==> src/rtl/OoO_pkg.sv <==
// Shared core types and constants: icache geometry, AXI read-channel structs, icache FSM states.
package OoO_pkg;

  localparam int unsigned IcacheLineSize = 5;
  localparam int unsigned IcacheLineNum  = 1;
  localparam int unsigned IcacheTagW     = 32 - IcacheLineSize - IcacheLineNum;
  localparam int unsigned IcacheLines    = 1 << IcacheLineNum;
  localparam int unsigned IcacheLineBits = 8 << IcacheLineSize;
  localparam int unsigned IcacheBeats    = 8;
  localparam int unsigned IcacheBeatW    = 3;

  localparam logic [1:0] AxiBurstIncr = 2'b01;
  localparam logic [2:0] AxiSize32    = 3'b010;

  typedef struct packed {
    logic                      valid;
    logic [IcacheTagW-1:0]     tag;
    logic [IcacheLineBits-1:0] data;
  } icache_t;

  typedef struct packed {
    logic        arvalid;
    logic [31:0] araddr;
    logic [7:0]  arlen;
    logic [2:0]  arsize;
    logic [1:0]  arburst;
    logic        rready;
  } axi_r_m2s_t;

  typedef struct packed {
    logic        arready;
    logic        rvalid;
    logic [31:0] rdata;
    logic        rlast;
  } axi_r_s2m_t;

  typedef enum logic [1:0] {
    IDLE,
    LOOKUP,
    AR,
    R
  } icache_state_e;

endpackage

==> src/rtl/ooo_icache_array.sv <==
// Direct-mapped icache storage: beat-granular data writes, tag/valid write,
// synchronous invalidate-all and a combinational line read.
module ooo_icache_array
  import OoO_pkg::*;
(
  input  logic                     clk_i,
  input  logic                     rst_ni,
  input  logic [IcacheLineNum-1:0] rd_idx_i,
  output icache_t                  rd_line_o,
  input  logic                     beat_we_i,
  input  logic [IcacheLineNum-1:0] wr_idx_i,
  input  logic [IcacheBeatW-1:0]   beat_sel_i,
  input  logic [31:0]              beat_data_i,
  input  logic                     tv_we_i,
  input  logic [IcacheTagW-1:0]    tag_i,
  input  logic                     inval_i
);

  logic [IcacheLines-1:0]    valid_q, valid_d;
  logic [IcacheTagW-1:0]     tag_q  [IcacheLines];
  logic [IcacheTagW-1:0]     tag_d  [IcacheLines];
  logic [IcacheLineBits-1:0] data_q [IcacheLines];
  logic [IcacheLineBits-1:0] data_d [IcacheLines];

  always_comb begin
    valid_d = valid_q;
    tag_d   = tag_q;
    data_d  = data_q;
    if (beat_we_i) data_d[wr_idx_i][{beat_sel_i, 5'b0} +: 32] = beat_data_i;
    if (tv_we_i) begin
      valid_d[wr_idx_i] = 1'b1;
      tag_d[wr_idx_i]   = tag_i;
    end
    // Invalidate overrides a same-cycle line completion.
    if (inval_i) valid_d = '0;
  end

  always_ff @(posedge clk_i or negedge rst_ni) begin
    if (!rst_ni) valid_q <= '0;
    else         valid_q <= valid_d;
  end

  always_ff @(posedge clk_i) begin
    tag_q  <= tag_d;
    data_q <= data_d;
  end

  always_comb begin
    rd_line_o       = '0;
    rd_line_o.valid = valid_q[rd_idx_i];
    rd_line_o.tag   = tag_q[rd_idx_i];
    rd_line_o.data  = data_q[rd_idx_i];
  end

endmodule

==> src/rtl/ooo_icache.sv <==
// Blocking direct-mapped instruction cache; misses refill a full line with one
// AXI INCR burst, fence.i invalidates all lines and kills any in-flight request.
module ooo_icache
  import OoO_pkg::*;
(
  input  logic        clk_i,
  input  logic        rst_ni,
  input  logic        req_valid_i,
  output logic        req_ready_o,
  input  logic [31:0] req_addr_i,
  output logic        rsp_valid_o,
  input  logic        rsp_ready_i,
  output logic [31:0] rsp_instr_o,
  input  logic        fence_i_i,
  output axi_r_m2s_t  axi_r_o,
  input  axi_r_s2m_t  axi_r_i
);

  icache_state_e            state_q, state_d;
  logic [31:2]              addr_q, addr_d;
  logic [IcacheBeatW-1:0]   cnt_q, cnt_d;
  logic                     kill_q, kill_d;
  icache_t                  line;
  logic [IcacheLineNum-1:0] idx;
  logic                     hit, beat, last_beat, fill_done;
  logic                     unused_addr_lsb;

  assign unused_addr_lsb = ^req_addr_i[1:0];

  assign idx       = addr_q[IcacheLineSize +: IcacheLineNum];
  assign hit       = line.valid && (line.tag == addr_q[31 -: IcacheTagW]);
  assign beat      = (state_q == R) && axi_r_i.rvalid;
  assign last_beat = beat && axi_r_i.rlast;
  assign fill_done = last_beat && !kill_q && !fence_i_i;

  ooo_icache_array u_array (
    .clk_i      (clk_i),
    .rst_ni     (rst_ni),
    .rd_idx_i   (idx),
    .rd_line_o  (line),
    .beat_we_i  (beat),
    .wr_idx_i   (idx),
    .beat_sel_i (cnt_q),
    .beat_data_i(axi_r_i.rdata),
    .tv_we_i    (fill_done),
    .tag_i      (addr_q[31 -: IcacheTagW]),
    .inval_i    (fence_i_i)
  );

  always_comb begin
    state_d = state_q;
    addr_d  = addr_q;
    cnt_d   = cnt_q;
    kill_d  = kill_q;
    case (state_q)
      IDLE: begin
        if (req_valid_i && !fence_i_i) begin
          addr_d  = req_addr_i[31:2];
          state_d = LOOKUP;
        end
      end
      LOOKUP: begin
        if (fence_i_i)        state_d = IDLE;
        else if (!hit)        state_d = AR;
        else if (rsp_ready_i) state_d = IDLE;
      end
      AR: begin
        if (fence_i_i)        kill_d  = 1'b1;
        if (axi_r_i.arready)  state_d = R;
      end
      R: begin
        // A killed burst must still drain to rlast; only its completion is dropped.
        if (fence_i_i) kill_d = 1'b1;
        if (beat)      cnt_d  = cnt_q + 1'b1;
        if (last_beat) begin
          cnt_d   = '0;
          state_d = (kill_q || fence_i_i) ? IDLE : LOOKUP;
        end
      end
      default: state_d = IDLE;
    endcase
    if (state_d == IDLE) kill_d = 1'b0;
  end

  always_ff @(posedge clk_i or negedge rst_ni) begin
    if (!rst_ni) begin
      state_q <= IDLE;
      addr_q  <= '0;
      cnt_q   <= '0;
      kill_q  <= 1'b0;
    end else begin
      state_q <= state_d;
      addr_q  <= addr_d;
      cnt_q   <= cnt_d;
      kill_q  <= kill_d;
    end
  end

  always_comb begin
    axi_r_o = '0;
    if (state_q == AR) begin
      axi_r_o.arvalid = 1'b1;
      axi_r_o.araddr  = {addr_q[31:IcacheLineSize], {IcacheLineSize{1'b0}}};
      axi_r_o.arlen   = 8'(IcacheBeats - 1);
      axi_r_o.arsize  = AxiSize32;
      axi_r_o.arburst = AxiBurstIncr;
    end
    axi_r_o.rready = (state_q == R);
  end

  assign req_ready_o = (state_q == IDLE);
  assign rsp_valid_o = (state_q == LOOKUP) && hit;
  assign rsp_instr_o = rsp_valid_o ? line.data[{addr_q[IcacheLineSize-1:2], 5'b0} +: 32] : '0;

endmodule

==> config.mk <==
export PLATFORM = sky130hd
export DESIGN_NAME = ooo_icache
export DESIGN_NICKNAME = d
export VERILOG_FILES = /design/src/rtl/OoO_pkg.sv /design/src/rtl/ooo_icache_array.sv /design/src/rtl/ooo_icache.sv
export SDC_FILE = /design/constraint.sdc
export NUM_CORES = 1
export LEC_CHECK = 0
export CORE_MARGIN = 8
export CORE_UTILIZATION = 40
export DETAILED_ROUTE_END_ITERATION = 6
export MAX_ROUTING_LAYER = met4
export PLACE_DENSITY = 0.63
export REMOVE_ABC_BUFFERS = 1
export SYNTH_ARGS = -nofsm -noshare
export SYNTH_HDL_FRONTEND = slang
export SYNTH_SLANG_ARGS = --single-unit
==> constraint.sdc <==
create_clock -name clk_i -period 10 [get_ports clk_i]
set_input_delay 2.5 -clock clk_i [delete_from_list [all_inputs] [get_ports clk_i]]
set_output_delay 2.5 -clock clk_i [all_outputs]
set_load 0.03 [all_outputs]
==> impl_metrics.toml <==
[drt]
ant_nets = 0
via_per_inst = 5.43
vias = 13155
drt_drc_violations_left = 0
drt-total-wl_um = 60100
drt-wirelength-per-cell_um = 24.8
drtPass1Iterations = 5
drtIter0Drc = 1358

[clocking]
cts_buffers = 66
htree_levels = 3
clkSlewWorstSetupHoldPaths_ps = 60
post_cts_buffers = 0
cts_buffer_depth = 3
cts_hold_buf = 0
cts_sinks = 602
clk_latency_ps = 600
cts_tree = "yes"
cts_root_buf = "clkbuf_16"
cts-resized-gates = 0

[floorplan]
fp-row-count = 92
die_h_um = 268
initial_core_util = 0.404
die_area_um2 = 71900
ios = 153
core-area_um2 = 63000
dieWidth_um = 268

[synth]
synthFlopType = "edfxtp_1"
netlist_instances = 1370
synthArstFlopShare = 0.0631
ys_ff_latch = 602
seq_area_frac_synth = 0.704
ys_types = 38
synth.avg_cell_area_um2 = 18.6
synth_warnings = 0
yosysTopAreaCell = "edfxtp_1"
synth_top_area_share = 0.666
ys_top_cells_by_area = "edfxtp_1 (67%), mux4_2 (14%), and2_1 (5.5%)"
synth_edf_count = 564
synthesis.area_um2 = 25400

[pwr]
switching_share = 0.308
p_int_uw = 5430
pwr-share-seq = 0.407
p_switching_uw = 2410
power.density_nw_per_um2 = 262
pwr-share-clk = 0.306
ir_drop_mv = 0.186
combPwrFrac = 0.286
p_leak_uw = 0.00987

[min_path]
hold_path_class = "flop to flop"

[timing]
hold_slack_ps = 484
rsz0062_at_grt = "false"
min_period_over_period = 0.755
fmax_ghz = 0.132
setup_viol = 0
relSlewSlack = 0.214
period_needed_ps = 7550
fin_worst_skew_ps = 26.1
drv_slew = 0
report.final.hold_viol_count = 0
tightest_slew_ps = 1180

[cells_and_area]
final_nets = 1593
area_delta_synth_final_pct = 17.7
final_cell_mix = "edfxtp_1 (564), and2_1 (225), mux4_2 (160)"
final_common_cell = "edfxtp_1"
final_util = 0.475
design_area_um2 = 29900
drive_gt1_frac = 0.225

[global_route]
grt_start_max_net_pins = 70
grt-ovfl-total = 0
antenna_found_initial = 11
grt_pass1_wl_um = 89500
grt_pass1_vias = 14200
grt_usage = 0.173

[run_status]
status = "finished, final reports clean"

[placed_design]
placed_area_um2 = 27800
io_buffers = 137
dp_hpwl_um = 33900
gp_congestion = 0.734

[flow_run]
drv_cap = 0

[worst_setup_path]
crit_type = "flop to output pin"
start_kind = "flop"
path_max_fanout = 42
worst_setup_path_end_kind = "output pin"
cp.required_ps = 7500
crit_arrival_ps = 5050
## registers in the layout, summed over array words and instances, names as in the netlist
name             flops
addr_q              30
cnt_q                3
kill_q               1
state_q              2
u_array.data_q     512
u_array.tag_q       52
u_array.valid_q      2
## worst paths after layout
kind / from / endpoint / slack, ps / cells past startpoint
max: addr_q[5] / rsp_instr_o[2] / 2450 / 6
min: u_array.valid_q[1] / u_array.valid_q[1] / 480 / 1
max reg2reg: cnt_q[0] / u_array.data_q[148] / 5870 / 6
min reg2reg: u_array.valid_q[1] / u_array.valid_q[1] / 480 / 1
max in group asynchronous: rst_ni / addr_q[3] / 7260 / 1
min in group asynchronous: rst_ni / addr_q[12] / 2060 / 1
## Yosys cell counts, types with 2 or more instances
cell and count:
buf_4 18, nor2b_1 5, o21ai_0 6, edfxtp_1 564, buf_2 9, nand2_1 11, dfrtp_1 38, and2_1 225
nor4_1 5, ha_1 3, and3_1 95, mux4_2 160, buf_1 4, inv_1 7, mux2i_1 26, xnor2_1 3
nand4_1 9, xor2_1 22, nor3_1 6, a21oi_1 2, mux2_2 30, nand2b_1 3, buf_6 12, nand3_1 7
nor2_1 28, clkbuf_1 60
## metal layers
layer,vias to the layer above,GRT usage,share of wire
li1,5709,-,-
met1,6909,0.219,0.41
met2,466,0.277,0.50
met3,71,0.0466,0.076
met4,0,0.0445,0.019
met5,-,-,0
## area by class of cell
cell class              instances  area, um2
diodes                          8       20.0
clock buffers                  81       1770
clock inverters                37        368
fillers                      5310      33000
inverters                       7       26.3
multi-input cells             670       7160
flip-flops and latches        602      17900
well taps                     846       1060
repair buffers                171       1620
## cell families (layout without fill, tap and decap cells)
group / after synthesis / in the layout / share of synthesized area
buffers and inverters: 110 / 296 / 0.0229
XOR/XNOR: 25 / 25 / 0.00861
multiplexers: 216 / 216 / 0.165
other: 1 / 21 / 0.000148
adder cells (fa/ha/maj): 3 / 3 / 0.00148
AND/OR/NAND/NOR: 400 / 400 / 0.0947
AO/OA/AOI/OAI: 13 / 13 / 0.00320
flip-flops: 602 / 602 / 0.704
## metrics by stage
step	TNS (ps)	setup WS (ps)	power (uW)	instances
floorplan	-28850	-638	4870	1279
global placement	0	2950	5480	2296
detailed placement	0	2960	5510	2296
CTS	0	2300	7920	2414
global route	0	2120	8160	2422
finish	0	2450	7840	2422
## critical path, cell delays in order, from the launching register on
cell and delay, ps:
dfrtp_4 810, buf_4 790, buf_4 810, mux4_2 600
mux4_2 510, and2_1 190, clkdlybuf4s50_1 640
## power by group through the flow
stage / Clock (uW) / Sequential [uW] / Combinational (uW)
final: 2400 / 3190 / 2240
after global routing: 2530 / 3220 / 2400
after CTS: 2450 / 3200 / 2280
after detailed placement: 0 / 3250 / 2270
after global placement: 0 / 3240 / 2250
after floorplan: 0 / 3340 / 1520
Note: power is estimated with default switching activity, not from simulation.
